File: src/rtl/serial_to_unfold3.sv
// serial_to_unfold3
// Packs a serial sample stream into groups of three lanes for a 3-way
// unfolded FIR. A FLUSH closes a partial group, zero-padding missing lanes.
module serial_to_unfold3 #(
   parameter int NBIT = 12
) (
   input  logic            clk,
   input  logic            RST,
   input  logic [NBIT-1:0] DIN,
   input  logic            VIN,
   input  logic            FLUSH,
   output logic [NBIT-1:0] DOUT3k,
   output logic [NBIT-1:0] DOUT3k1,
   output logic [NBIT-1:0] DOUT3k2,
   output logic            VOUT,
   output logic            PADDED
);

   // phase counts samples already held in the current group (0..2)
   logic [1:0]      phase_reg, phase_next;
   logic [NBIT-1:0] h0_reg, h0_next;
   logic [NBIT-1:0] h1_reg, h1_next;

   // Lane values and strobe for the group being closed this cycle
   logic            emit_next;
   logic            padded_next;
   logic [NBIT-1:0] lane0_next, lane1_next, lane2_next;

   // State register: phase counter and the two hold registers
   always_ff @(posedge clk) begin
      if (RST) begin
         phase_reg <= 2'd0;
         h0_reg    <= '0;
         h1_reg    <= '0;
      end else begin
         phase_reg <= phase_next;
         h0_reg    <= h0_next;
         h1_reg    <= h1_next;
      end
   end

   // Next-state logic: advance on VIN, return to phase 0 whenever a group closes
   always_comb begin
      phase_next = phase_reg;
      h0_next    = h0_reg;
      h1_next    = h1_reg;
      case (phase_reg)
         2'd0: begin
            if (VIN && !FLUSH) begin
               h0_next    = DIN;
               phase_next = 2'd1;
            end
         end
         2'd1: begin
            if (FLUSH) begin
               phase_next = 2'd0;
            end else if (VIN) begin
               h1_next    = DIN;
               phase_next = 2'd2;
            end
         end
         2'd2: begin
            if (VIN || FLUSH) begin
               phase_next = 2'd0;
            end
         end
         default: phase_next = 2'd0;
      endcase
   end

   // Output decode: which lanes carry data for a closing group; unused lanes are zero
   always_comb begin
      emit_next   = 1'b0;
      padded_next = 1'b0;
      lane0_next  = '0;
      lane1_next  = '0;
      lane2_next  = '0;
      case (phase_reg)
         2'd0: begin
            if (VIN && FLUSH) begin
               emit_next   = 1'b1;
               padded_next = 1'b1;
               lane0_next  = DIN;
            end
         end
         2'd1: begin
            if (FLUSH) begin
               emit_next   = 1'b1;
               padded_next = 1'b1;
               lane0_next  = h0_reg;
               lane1_next  = VIN ? DIN : '0;
            end
         end
         2'd2: begin
            if (VIN) begin
               // A complete group wins over a coincident FLUSH
               emit_next   = 1'b1;
               lane0_next  = h0_reg;
               lane1_next  = h1_reg;
               lane2_next  = DIN;
            end else if (FLUSH) begin
               emit_next   = 1'b1;
               padded_next = 1'b1;
               lane0_next  = h0_reg;
               lane1_next  = h1_reg;
            end
         end
         default: emit_next = 1'b0;
      endcase
   end

   // Output registers: lanes update only on a strobe and hold otherwise
   always_ff @(posedge clk) begin
      if (RST) begin
         DOUT3k  <= '0;
         DOUT3k1 <= '0;
         DOUT3k2 <= '0;
         VOUT    <= 1'b0;
         PADDED  <= 1'b0;
      end else begin
         VOUT   <= emit_next;
         PADDED <= padded_next;
         if (emit_next) begin
            DOUT3k  <= lane0_next;
            DOUT3k1 <= lane1_next;
            DOUT3k2 <= lane2_next;
         end
      end
   end

endmodule

File: config.mk
export PLATFORM = sky130hd
export DESIGN_NAME = serial_to_unfold3
export DESIGN_NICKNAME = d
export VERILOG_FILES = /design/src/rtl/serial_to_unfold3.sv
export SDC_FILE = /design/constraint.sdc
export NUM_CORES = 1
export LEC_CHECK = 0
export CAP_MARGIN = 20
export CORE_AREA = 2 2 84 86
export CTS_CLUSTER_DIAMETER = 200
export DETAILED_ROUTE_END_ITERATION = 8
export DIE_AREA = 0 0 86 88
export GPL_ROUTABILITY_DRIVEN = 0
export PLACE_DENSITY = 0.73
export SLEW_MARGIN = 30
export SYNTH_ARGS = -nofsm -noshare
export SYNTH_HDL_FRONTEND = slang
export SYNTH_SLANG_ARGS = --single-unit
File: constraint.sdc
create_clock -name clk -period 2 [get_ports clk]
set_clock_uncertainty 0.15 [all_clocks]
set_input_delay 0.3 -clock clk [delete_from_list [all_inputs] [get_ports clk]]
set_output_delay 0.3 -clock clk [all_outputs]
set_load 0.02 [all_outputs]
Word-level counts from Yosys, hierarchy flattened
Cells that the tools add are included.
Widths: inputs -> output; s select.
{"block": "word_totals", "register_bits": 64, "input_bits": 16, "out_inout_bits": 38, "elab_cells": 43}
{"block": "op_classes", "n_eq_ne": 5, "n_mux": 21, "bitwise": 1, "reduce_logical": 8}
{"operator": "$mux 12", "n": 8}
{"operator": "$pmux 12 s3", "n": 1}
{"operator": "$pmux 12 s2", "n": 1}
{"operator": "$mux 2", "n": 4}
{"operator": "$pmux 1 s3", "n": 2}
{"operator": "$pmux 2 s3", "n": 1}
{"operator": "$reduce_and 3->1", "n": 2}
{"operator": "$mux 1", "n": 4}
{"operator": "$ne 2x2->1 const B", "n": 2}
{"operator": "$ne 3x3->1 const B", "n": 1}
{"operator": "$eq 2x1->1 const B", "n": 1}
{"operator": "$eq 2x2->1 const B", "n": 1}
{"operator": "$logic_and 1x1->1", "n": 2}
{"operator": "$logic_not 2->1", "n": 1}
{"operator": "$reduce_and 2->1", "n": 1}
{"operator": "$logic_not 1->1", "n": 1}
{"operator": "$logic_or 1x1->1", "n": 1}
{"operator": "$not 1->1", "n": 1}

Depth between registers and ports, before layout
{"block": "logic_depth", "ltp_word": 4, "depth_mapped": 8, "ltp_nobuf": 5}

Worst setup path before layout
No wires, ideal clock.
{"block": "synth_path", "path_kind": "register to register", "startpoint": "register phase_reg[0]", "endpoint": "register DOUT3k1[10]", "setup_time_ns": 0.121, "t_arrival_ns": 1.718, "t_required_ns": 1.729, "path_slack_ns": 0.011, "stages_incl_launch_ff": 8, "path_buffers": 2, "period_less_slack_ns": 1.989, "cell_sequence": "dfxtp_1 inv_1 ha_1 buf_6 or2_1 buf_6 a22oi_4 mux2_2"}
{"block": "synth_via", "elab_chain_len": 2}
{"item": "from (decl)", "line_no": "20", "text": "logic [1:0] phase_reg, phase_next;"}
{"item": "from (signal assigned)", "line_no": "36", "text": "phase_reg <= phase_next;"}
{"item": "$eq 2x2->1, or another cell as far along", "line_no": "78", "text": "case (phase_reg)"}
{"item": "$pmux 1 s3 / $pmux 12 s2 (equally long branches)", "line_no": "78"}
{"item": "to (signal assigned)", "line_no": "125", "text": "DOUT3k1 <= lane1_next;"}
{"item": "to (decl)", "line_no": "13", "text": "output logic [NBIT-1:0] DOUT3k1,"}
Parallel ways exist; a longest one is shown, timed or not.
A chain may end at the register's enable or synchronous reset.

Final worst setup path
{"block": "layout_path", "startpoint": "register phase_reg[0]", "endpoint": "register DOUT3k[2]"}
{"block": "layout_via", "elab_chain_len": 2}
{"item": "$eq 2x2->1, or another cell as far along", "line_no": "78"}
{"item": "$pmux 12 s3 / $pmux 1 s3 (equally long branches)", "line_no": "78"}
{"item": "to (signal assigned)", "line_no": "124", "text": "DOUT3k <= lane0_next;"}
{"item": "to (decl)", "line_no": "12", "text": "output logic [NBIT-1:0] DOUT3k,"}
Parallel ways exist; a longest one is shown, timed or not.

==> flow_summary.ini <==
[outcome]
status = completed

[floorplanning]
fp.dieH_um = 88
die_x_um = 86
fp.coreArea_um2 = 6640
pin_count = 54
start_util_pct = 46.7
die_area_um2 = 7570
num_rows = 30

[synth]
synth_seq_area_share_pct = 41.3
syn-cell-area_um2 = 3100
synth_warnings = 0
syn_area_per_cell_um2 = 9.29
synth.distinct_cells = 37
synthCells = 334
ys_ff_latch = 64
synthesis.nets = 356

[cts]
cts_root_buffer = clkbuf_8
post_cts.repair.setup_buffers = 0
numCtsBuffers = 9
clock_sink_count = 64
clk_latency_ns = 0.34
clk_path_buf_depth = 2
tritoncts = done
cts_max_level = 3
cts.clk_slew.worst_paths_ns = 0.07

[power_and_ir_drop]
p_leak_nw = 1.52
peakVddDrop_mv = 0.309
pwr-share-comb_pct = 17.6
seq_power_share_pct = 46.9
power_mw = 2.88
clockPowerShare_pct = 35.5
power.switching_mw = 0.807
swShare_pct = 28.0
power.density_nw_per_um2 = 713
p_int_mw = 2.07

[placement]
dp_slack_ns = -0.0142
hpwlAfterDp_um = 5570
io_buffers = 53

[routing]
via_count = 2770
remaining_drc_errors = 0
drt_iter0_markers = 196
drtPass1Iterations = 4
avgViaCountPerCell = 5.83
ant_nets = 0
drt_wl_total_um = 7970
wl_per_cell_um = 16.8

[timing]
setup_ws_ns = 0.0945
fin_crit_sh_pct = 95.3
rsz0062_at_grt = no
min_period_ns = 1.91
setup_violations = 0
finalHoldViolations = 0
fmax_ghz = 0.525
worstMarginPinSlew_ns = 0.452
relSlewSlack_pct = 69.9
whs_ns = 0.269
slew_violations = 0

[worst_setup_path]
crit_chain = inv_1, ha_1, buf_4, a21oi_1, o22ai_1, buf_4, a211oi_1
cp_max_fo = 17
crit_top_cell = buf_4
worst-path-stages = 7
critPathArrivalTime_ns = 2.00
crit_path_top_delay_cell = dfxtp_2
required_ns = 2.10
r2r_end = DOUT3k[2]
path_class = register to register
start_kind = register
crit_family = compound AO/OA/AOI/OAI gates
rrSetupSlack_ns = 0.09
endpoint = DOUT3k[2]
reg2reg_depth = 7
end_kind = register
startpoint = phase_reg[0]
r2r_start = phase_reg[0]
critical-path-max-stage-delay_ns = 0.37
timing.critical_path.buf_inv = 3

[job]
drv_cap = 0

[global_routing]
grt_first_pass_wirelength_um = 13000
antenna_found_initial = 0
grt_pass1_vias = 2543
grtUsageTotal_pct = 21.9
grt_overflow = 0
grt_max_degree = 27

[layout]
drive_gt1_share_pct = 12.9
finalNetCount = 412
diodes = 0
areaGrowthSynthToFinish_pct = 29.9

[worst_hold_path]
hp-class = input pin to register
==> through the flow <==
| stage | area (um2) | cells | util [%] | TNS, ns |
|---|---|---|---|---|
| floorplan | 3100 | 334 | - | 0 |
| global placement | 3840 | 459 | 57.8 | 0 |
| detailed placement | 3840 | 459 | 57.8 | -0.0142 |
| CTS | 4020 | 475 | 60.6 | 0 |
| global route | 4030 | 475 | 60.7 | 0 |
| finish | 4030 | 475 | 60.7 | 0 |
==> worst min path at each step <==
stage	cells past startpoint	to	slack, ns	start
after CTS	2	h0_reg[0]	0.25	RST
after floorplan	2	h0_reg[4]	0.28	h0_reg[4]
after global placement	2	h0_reg[4]	0.29	h0_reg[4]
after detailed placement	2	h0_reg[4]	0.30	h0_reg[4]
final	2	h0_reg[11]	0.27	RST
after global routing	2	h0_reg[0]	0.26	RST
==> layer usage <==
metal | GRT usage [%] | part of all wire (%) | vias to the layer above | routed length [um]
met5 | 0 | 0 | - | 0
met4 | 9.52 | 1.3 | 0 | 104
li1 | - | - | 1355 | -
met3 | 2.92 | 3.6 | 7 | 284
met1 | 30.7 | 48 | 1345 | 3820
met2 | 33.8 | 47 | 63 | 3760
==> cell families after synthesis <==
family / count (synthesis) / synth area share [%]
AO/OA/AOI/OAI: 103 / 25.9
flip-flops: 64 / 41.3
AND/OR/NAND/NOR: 96 / 15.6
buffers and inverters: 39 / 6.37
adder cells (fa/ha/maj): 6 / 2.42
multiplexers: 26 / 8.43
==> cells in the mapped netlist, drive strengths merged <==
cell type / number / area share (%)
dfxtp: 64 / 41
nand2: 36 / 4.4
mux2i: 25 / 8.1
a22oi: 22 / 5.8
buf: 21 / 4.2
nand2b: 17 / 3.4
clkbuf: 15 / 1.8
a21oi: 14 / 2.3
nor2: 14 / 1.7
a211oi: 12 / 2.9
a221oi: 12 / 3.4
nor2b: 12 / 2.4
o221ai: 11 / 3.1
o31ai: 11 / 2.7
a32o: 10 / 3.2
ha: 6 / 2.4
inv: 3 / 0.36
o22ai: 3 / 0.60
and2: 2 / 0.40
and2b: 2 / 0.48
and3: 2 / 0.40
and3b: 2 / 0.56
nand3: 2 / 0.32
nand3b: 2 / 0.48
nand4: 2 / 0.40
o211ai: 2 / 0.48
o21a: 2 / 0.48
a21o: 1 / 0.24
a311oi: 1 / 0.28
mux2: 1 / 0.36
nor3: 1 / 0.16
o21ai: 1 / 0.16
o21ba: 1 / 0.32
or2: 1 / 0.20
or3b: 1 / 0.28
==> worst reg2reg max path, delay by kind of cell (launching register included) <==
kind,cells,cell delay (ns)
buf+inv,3,0.49
compound gates,3,0.58
flops,1,0.37
fa+ha+maj,1,0.23
==> area by class of cell <==
type / instances / area, um2
Fill cell: 571 / 2610
Multi-Input combinational cell: 231 / 1630
Sequential cell: 64 / 1280
Timing Repair Buffer: 81 / 823
Clock buffer: 12 / 155
Tap cell: 80 / 100
Clock inverter: 4 / 28.8
Inverter: 3 / 11.3
==> power by group through the flow <==
stage	registers, mW	clock network, mW	logic, mW
global placement	1.38	0	0.498
CTS	1.35	1.04	0.505
finish	1.35	1.02	0.507
global route	1.35	1.09	0.546
floorplan	1.41	0	0.268
detailed placement	1.38	0	0.504
==> layout by cell type, fill, tap and decap left out, types with 3 or more instances in the layout <==
cell             count
a21oi_1             14
dfxtp_1             62
inv_1                3
nor2_1              14
nor2b_1             12
o31ai_1             11
mux2i_1             25
a221oi_1            12
o221ai_1            11
clkbuf_8            11
a32o_1              10
clkdlybuf4s50_1     52
a22oi_1             20
nand2b_1            17
buf_4               21
buf_12               7
a211oi_1            12
nand2_1             36
o22ai_1              3
ha_1                 6
==> repair_timing <==
action | CTS | global route
resized for setup | 0 | 3
endpoints found under the setup margin | 0 | 17
hold buffers | 0 | 0
(Power assumes the default switching activity.)
